File: config.mk
export PLATFORM = sky130hd
export DESIGN_NAME = encoder_ctrl
export DESIGN_NICKNAME = d
export VERILOG_FILES = /design/src/rtl/encoder_pkg.sv /design/src/rtl/encoder_ctrl_encoder.sv /design/src/rtl/encoder_ctrl.sv
export SDC_FILE = /design/constraint.sdc
export NUM_CORES = 1
export LEC_CHECK = 0
export CAP_MARGIN = 20
export CORE_MARGIN = 2
export CORE_UTILIZATION = 45
export CTS_BUF_LIST = sky130_fd_sc_hd__clkbuf_4
export DETAILED_ROUTE_END_ITERATION = 6
export DONT_BUFFER_PORTS = 1
export HOLD_SLACK_MARGIN = 0.03
export MAX_ROUTING_LAYER = met4
export PLACE_DENSITY = 0.61
export SYNTH_ARGS = -nofsm -noshare
export SYNTH_HDL_FRONTEND = slang
export SYNTH_SLANG_ARGS = --single-unit
File: constraint.sdc
create_clock -name aclk -period 2.7 [get_ports aclk]
set_input_delay 0.135 -clock aclk [delete_from_list [all_inputs] [get_ports aclk]]
set_output_delay 0.135 -clock aclk [all_outputs]
set_load 0.01 [all_outputs]
File: src/rtl/encoder_pkg.sv
// Shared types and constants for the one-hot mask encoder front end.
package encoder_pkg;

   localparam int          SRC_ID_W       = 1;
   localparam int          MASK_BYTES     = 8;
   localparam logic [63:0] IDENTITY_MASKS = 64'h8040201008040201;

   // Index of one byte in the 64-bit mask table.
   typedef logic [2:0]          mask_idx_t;
   // Source identifier carried alongside each beat.
   typedef logic [SRC_ID_W-1:0] src_id_t;

endpackage : encoder_pkg

File: src/rtl/encoder_ctrl_encoder.sv
// One-hot mask encoder datapath: registered lookup of the mask byte chosen by
// the highest set bit of the select byte. A zero select encodes to 0x00.
module encoder_ctrl_encoder
   import encoder_pkg::*;
(
   input  logic        aclk,
   input  logic        aresetn,
   input  logic        i_valid,
   input  logic [7:0]  i_data,
   input  logic [63:0] i_masks,
   output logic        o_valid,
   output logic [7:0]  o_data
);

   logic [7:0] w_enc;
   logic       r_valid;
   logic [7:0] r_data;

   // Priority lookup: later (higher) set bits override earlier ones.
   always_comb begin
      w_enc = 8'h00;
      for (int i = 0; i < MASK_BYTES; i++) begin
         if (i_data[i]) begin
            w_enc = i_masks[8*i +: 8];
         end
      end
   end

   // Output register; cleared by reset so nothing stale leaves after a reset.
   always_ff @(posedge aclk) begin
      if (!aresetn) begin
         r_valid <= 1'b0;
         r_data  <= 8'h00;
      end else begin
         r_valid <= i_valid;
         r_data  <= w_enc;
      end
   end

   assign o_valid = r_valid;
   assign o_data  = r_data;

endmodule : encoder_ctrl_encoder

File: src/rtl/encoder_ctrl.sv
// Front-end controller for the mask encoder: round-robin arbitration of two
// byte streams, shadow/active mask table with atomic commit, source tagging.
//
// Handshake: a source beat transfers in the cycle where sX_axis_tvalid and
// sX_axis_tready are both 1. tready is a combinational grant that may depend
// on tvalid; it is held low during reset and in every cycle cfg_commit is 1,
// so no beat is accepted while the table is being swapped. The output side
// has no ready: m_axis_tvalid marks a beat for exactly one cycle.
module encoder_ctrl
   import encoder_pkg::*;
#(
   parameter logic [63:0] RESET_MASKS = IDENTITY_MASKS,
   parameter int          CNT_W       = 16
) (
   input  logic             aclk,
   input  logic             aresetn,
   input  logic             s0_axis_tvalid,
   output logic             s0_axis_tready,
   input  logic [7:0]       s0_axis_tdata,
   input  logic             s1_axis_tvalid,
   output logic             s1_axis_tready,
   input  logic [7:0]       s1_axis_tdata,
   input  logic             cfg_wr,
   input  logic [2:0]       cfg_addr,
   input  logic [7:0]       cfg_wdata,
   input  logic             cfg_commit,
   output logic             m_axis_tvalid,
   output logic [7:0]       m_axis_tdata,
   output logic             m_axis_tid,
   output logic [CNT_W-1:0] cnt0,
   output logic [CNT_W-1:0] cnt1
);

   localparam logic [CNT_W-1:0] CNT_ONE = {{(CNT_W-1){1'b0}}, 1'b1};

   // Grant vector {g1, g0}; when both request, the one not served last wins.
   function automatic logic [1:0] rr_grant(input logic en, input logic v0,
                                           input logic v1, input logic last);
      logic [1:0] g;
      g = 2'b00;
      if (en) begin
         if (v0 && v1) begin
            g = last ? 2'b01 : 2'b10;
         end else begin
            g = {v1, v0};
         end
      end
      return g;
   endfunction

   logic [63:0]      r_active;
   logic [63:0]      r_shadow;
   logic             r_rr_last;
   logic [CNT_W-1:0] r_cnt0;
   logic [CNT_W-1:0] r_cnt1;
   logic             r_iss_valid;
   logic [7:0]       r_iss_data;
   src_id_t          r_iss_id;
   src_id_t          r_tid;

   logic [1:0]       w_gnt;
   logic             w_acc;
   src_id_t          w_gnt_id;
   logic [7:0]       w_gnt_data;
   mask_idx_t        w_cfg_idx;
   logic [63:0]      w_shadow_nxt;

   // Arbitration: grants only outside reset and outside a commit cycle.
   always_comb begin
      w_gnt      = rr_grant(aresetn & ~cfg_commit, s0_axis_tvalid,
                            s1_axis_tvalid, r_rr_last);
      w_acc      = w_gnt[0] | w_gnt[1];
      w_gnt_id   = w_gnt[1];
      w_gnt_data = w_gnt[1] ? s1_axis_tdata :
                   w_gnt[0] ? s0_axis_tdata : 8'h00;
   end

   assign s0_axis_tready = w_gnt[0];
   assign s1_axis_tready = w_gnt[1];
   assign w_cfg_idx      = cfg_addr;

   // Shadow table including this cycle's write, so a same-cycle commit sees it.
   always_comb begin
      w_shadow_nxt = r_shadow;
      if (cfg_wr) begin
         w_shadow_nxt[{w_cfg_idx, 3'b000} +: 8] = cfg_wdata;
      end
   end

   // Mask tables: shadow takes writes, active is swapped only on commit.
   always_ff @(posedge aclk) begin
      if (!aresetn) begin
         r_shadow <= RESET_MASKS;
         r_active <= RESET_MASKS;
      end else begin
         r_shadow <= w_shadow_nxt;
         if (cfg_commit) begin
            r_active <= w_shadow_nxt;
         end
      end
   end

   // Round-robin history and saturating per-source beat counters.
   always_ff @(posedge aclk) begin
      if (!aresetn) begin
         r_rr_last <= 1'b1;
         r_cnt0    <= '0;
         r_cnt1    <= '0;
      end else begin
         if (w_acc) begin
            r_rr_last <= w_gnt_id;
         end
         if (w_gnt[0] && (r_cnt0 != '1)) begin
            r_cnt0 <= r_cnt0 + CNT_ONE;
         end
         if (w_gnt[1] && (r_cnt1 != '1)) begin
            r_cnt1 <= r_cnt1 + CNT_ONE;
         end
      end
   end

   // Issue stage feeding the encoder, plus the ID delay matching its register.
   always_ff @(posedge aclk) begin
      if (!aresetn) begin
         r_iss_valid <= 1'b0;
         r_iss_data  <= 8'h00;
         r_iss_id    <= '0;
         r_tid       <= '0;
      end else begin
         r_iss_valid <= w_acc;
         r_iss_data  <= w_gnt_data;
         r_iss_id    <= w_gnt_id;
         r_tid       <= r_iss_id;
      end
   end

   encoder_ctrl_encoder u_encoder (
      .aclk    (aclk),
      .aresetn (aresetn),
      .i_valid (r_iss_valid),
      .i_data  (r_iss_data),
      .i_masks (r_active),
      .o_valid (m_axis_tvalid),
      .o_data  (m_axis_tdata)
   );

   assign m_axis_tid = r_tid;
   assign cnt0       = r_cnt0;
   assign cnt1       = r_cnt1;

endmodule : encoder_ctrl

=== After elaboration in Yosys (flattened, before gate mapping) ===
Index checks and enable logic that the tools add are counted.

* Register bits: 181
* Input bits: 33
* Output and inout port bits: 44
* Logic and storage cells: 39

* Add/sub/neg operators: 3
* Equality and inequality tests: 2
* Shift-type cells: 2
* Multiplexer cells: 15
* Bitwise logic cells: 3
* Reduce and logical (&&, ||, !) cells: 3

{| class="wikitable"
|+ Operators by type and width
! operator !! number
|-
| two-way mux 8 bit || 10
|-
| bitwise mux 64 bit || 1
|-
| two-way mux 64 bit || 1
|-
| variable shift 8 x 8 -> 64 bit, first input constant || 1
|-
| indexed part select 8 x 8 -> 64 bit || 1
|-
| adder 16 x 1 -> 16 bit, second input constant || 2
|-
| != test 16 bit, second input constant || 2
|-
| negation 6 -> 8 bit || 1
|-
| two-way mux 2 bit || 3
|-
| logical AND 1 bit || 3
|-
| AND 1 bit || 1
|-
| NOT 1 bit || 1
|-
| bitwise OR 1 bit || 1
|}

=== Depth between registers and ports, before layout ===
* Depth after elaboration: 8
* Mapped depth: 8
* Mapped depth without buffers: 7

=== By module ===
From an unflattened synthesis, not the netlist that was laid out.

* Cells, all modules: 790
* Area, all modules: 7459.7 µm²

{| class="wikitable"
|+ By module, submodules not included
! module !! times used !! cells each !! area an instance (µm²)
|-
| encoder_ctrl || 1 || 696 || 6690.2
|-
| encoder_ctrl_encoder || 1 || 94 || 769.5
|}

=== Least setup slack after synthesis ===
OpenSTA, ideal clock, no wires.

* Path type: input-to-reg
* Start point: input cfg_addr[0]
* End point: register r_active[32]
* Library setup time: 0.086 ns
* Arrival time: 1.954 ns
* Slack: 0.660 ns
* Stages: 8
* Buffers on the path: 1
* Cells stage by stage: inv_1 -> ha_1 -> ha_1 -> or3b_1 -> or3b_1 -> buf_2 -> mux2i_1 -> a211oi_1

* Longest elaborated chain between the ends: 4

{| class="wikitable"
|+ Ends and longest elaborated chain
! item !! RTL line !! source
|-
| start: declaration || encoder_ctrl.sv:24 || <nowiki>input logic [2:0] cfg_addr,</nowiki>
|-
| negation 6 -> 8 bit * || encoder_ctrl.sv:86 || <nowiki>w_shadow_nxt[{w_cfg_idx, 3'b000} +: 8] = cfg_wdata;</nowiki>
|-
| indexed part select 8 x 8 -> 64 bit or variable shift 8 x 8 -> 64 bit (tied branches) || encoder_ctrl.sv:86 ||
|-
| bitwise mux 64 bit * || encoder_ctrl.sv:86 ||
|-
| two-way mux 64 bit * || encoder_ctrl.sv:85 || <nowiki>if (cfg_wr) begin</nowiki>
|-
| end signal: assignment || encoder_ctrl.sv:98 || <nowiki>r_active <= w_shadow_nxt;</nowiki>
|-
| end: declaration || encoder_ctrl.sv:51 || <nowiki>logic [63:0] r_active;</nowiki>
|}

Mark *: on every way between the ends. The rest lies on a longest branch, timed or not.
A chain may end at the register's enable or synchronous reset.

=== Final worst setup path ===
* Start point: input cfg_addr[0]
* End point: register r_shadow[18]

* Longest elaborated chain between the ends: 4

{| class="wikitable"
|+ Ends and longest elaborated chain
! item !! RTL line !! source
|-
| negation 6 -> 8 bit * || encoder_ctrl.sv:86 ||
|-
| indexed part select 8 x 8 -> 64 bit or variable shift 8 x 8 -> 64 bit (tied branches) || encoder_ctrl.sv:86 ||
|-
| bitwise mux 64 bit * || encoder_ctrl.sv:86 ||
|-
| two-way mux 64 bit * || encoder_ctrl.sv:85 ||
|-
| end signal: assignment || encoder_ctrl.sv:96 || <nowiki>r_shadow <= w_shadow_nxt;</nowiki>
|-
| end: declaration || encoder_ctrl.sv:52 || <nowiki>logic [63:0] r_shadow;</nowiki>
|}

Marks and branches as above.

==> summary.txt <==
Layout
  • Commonest non-fill, non-tap cell in the layout: dfxtp_1
  • Fin nets: around 840
  • Most frequent cells in the layout: 181 x dfxtp_1, 120 x nor2_1, 70 x mux2i_1, 64 x a211oi_1, 42 x dlygate4sd3_1
  • Layout area overhead: 11.3%
  • Fill cell count: around 1500
  • Post-Layout Cell Count: 1034
  • Share of post-route cells with drive strength above 1: 6.03%

Timing
  • Fin Setup TNS: 0 ps
  • Final Skew: 13.7 ps
  • Final worst slack: 169 ps
  • Hold_ws: between 90 and 100 ps
  • Final period utilization: 93.7%
  • Unrepaired setup endpoints after global routing: false
  • Highest clock rate: about 400 MHz
  • Final min period: 2530 ps
  • Least-Margin Pin Slew: 906 ps
  • Final Max Slew Viols: 0
  • Final hold violations: 0
  • Final Setup Violations: 0
  • Rel. slew slack: 39.1%

Power
  • P per Cell Area: 594 mW/mm^2
  • LEAKAGE: 3.18 nW
  • Worst VDD drop: 0.000304 V

Synthesis
  • Ys flop type: dfxtp_1
  • Flop and latch count out of synthesis: 181
  • Synth warn: 0
  • Netlist cell types: between 50 and 60
  • Post-Syn Nets: 834
  • Synth top area share: 48.6%
  • Post-synth EDFFs: 0
  • Cell taking the most area after synthesis: dfxtp_1
  • Synth top area cells: dfxtp_1 49%, mux2i_1 9.4%, a211oi_1 6.4%
  • Post-Syn Instances: 796
  • Mean Syn Cell Area: 9.36 sq um
  • Asr flop ratio synth: 0%
  • Synthesized cell area: 0.00745 sq mm
  • Seq/Total Area, Yosys: 48.6%

Worst setup path
  • Reg2reg setup slack: 390 ps
  • Crit start category: input pin
  • Worst R2R Path Depth: 5
  • CP max FO: 8
  • Reg-to-reg endpoint: r_iss_data[1]
  • Crit path arrival time: 3010 ps
  • CP endpoint kind: flip-flop
  • Crit path kind: input pin to flip-flop
  • WP data required: between 3000 and 4000 ps
  • Critical R2R Launch: r_rr_last

Clock tree
  • CTS Sinks: approximately 180
  • H-tree depth: 4
  • CTS clock-pin slew for the worst setup and hold paths: 140 ps
  • Clock root buffer: clkbuf_4
  • CTS max path bufs: 2
  • Clk Latency, worst-skew pair: 580 ps
  • Num CTS Buffers: 17
  • TritonCTS clock tree: done
  • Post-CTS Setup Inserts: 0

Min path
  • Hold Crit Endpoint: r_shadow[9]
  • Worst Hold Path Cells: 3
  • Worst min path class: input pin to flip-flop
  • Hold Startpoint: cfg_wr

Placed design
  • Port bufs: 0
  • HPWL Detailed: 11900 um
  • Placer Congestion: 0.824
  • Inst Count DP: between 900 and 1000
  • Pre-CTS setup slack: approximately 350 ps

Flow run
  • Max_cap viols: 0

GRT
  • Grt ovf: 0
  • Vias in the first global route: 5696
  • First-pass GRT wire length: around 30000 um
  • Total track usage: 22.4%
  • Initial antenna violation count: 2
  • Largest net degree at the start of global routing: between 100 and 150

Drt
  • Starting DRC count in detailed routing: 453
  • Vias per Instance: around 5.7
  • Drt drc: 0
  • ANT nets after route: 0
  • Final WL: approximately 19000 um
  • DR vias: 5940
  • Drt pass-1 iters: 7
  • WL per Instance: 18.1 um

Floorplan
  • Die Width: about 130 um
  • Die ar.: 0.0176 sq mm
  • Rows: 47
  • Area of the core: 0.0164 sq mm
  • # IOs: 77
  • Die Y: 133 um
  • Initial Utilization: a little under half

Outcome
  • Outcome: finished, final reports clean
per-layer routing:
metal	track usage, %	share of wire (%)
met3	4.56	4.7
met1	29.8	48
met4	6.09	1.5
met5	-	0
met2	34.7	46
cells in the mapped netlist (9+ instances only):
cell and number:
dfxtp_1 181, nor2_1 120, mux2i_1 70, a211oi_1 64, clkbuf_1 45, nand2_1 41
inv_1 26, a21oi_1 25, o211ai_1 15, nand3_1 13, nand4_1 12, buf_2 11
and3b_1 10, or4_1 10, nor3b_1 9, o31ai_1 9
stage by stage:
stage / utilization, % / cell area, sq um / power, mW
detailed placement: 45.7 / 7500 / 3.20
global placement: 45.7 / 7500 / 3.18
floorplan: - / 7450 / 3.15
global route: 50.6 / 8290 / 5.13
finish: 50.6 / 8290 / 4.93
CTS: 50.5 / 8290 / 4.97
worst max-delay path: stages:
cell           delay [ps]
inv_1                  20
ha_1                  210
ha_1                  340
or3b_1                420
nor2_4                390
mux2i_1               280
dlygate4sd3_1         590
nand2_1                50
dlygate4sd3_1         560
what timing repair did:
action                    CTS  global route
hold endpoints to repair  163             0
resized for setup           0             0
hold buffers               44             0
power by group:
| part | switching [mW] | internal, mW | leakage, nW |
|---|---|---|---|
| logic | 0.249 | 0.166 | 1.53 |
| clock network | 0.921 | 0.756 | 0.174 |
| registers | 0.0685 | 2.77 | 1.47 |
| total | 1.24 | 3.69 | 3.18 |
flip-flops by register name, summed over array words and instances (netlist names), 8 cells and up:
signal,count
r_shadow,64
r_active,64
cnt1,16
u_encoder.o_data,8
r_iss_data,8
cnt0,16
layout make-up:
| type | instances | area [sq um] | share of cell area [%] |
|---|---|---|---|
| Inverter | 27 | 104 | 1.25 |
| Multi-Input combinational cell | 525 | 3470 | 41.9 |
| Antenna cell | 2 | 5.00 | 0.0603 |
| Tap cell | 220 | 275 | 3.32 |
| Timing Repair Buffer | 47 | 490 | 5.91 |
| Sequential cell | 181 | 3620 | 43.7 |
| Clock inverter | 13 | 180 | 2.17 |
| Clock buffer | 19 | 143 | 1.72 |
worst max path at each step:
stage,from,end,slack [ps]
finish,cfg_addr[0],r_shadow[18],170
global placement,cfg_addr[0],r_active[42],470
CTS,cfg_commit,r_iss_data[0],270
global route,cfg_addr[0],r_shadow[18],80
detailed placement,cfg_addr[0],r_active[39],350
floorplan,cfg_addr[0],r_active[32],660
kinds of logic after synthesis:
family	share of synthesized area (%)
buffers and inverters	4.78
muxes	9.40
and+or+nand+nor	19.6
adders and majority gates	0.839
DFF	48.6
AOI/OAI and AO/OA	16.8
No activity file was read; power rests on OpenSTA's default activity.
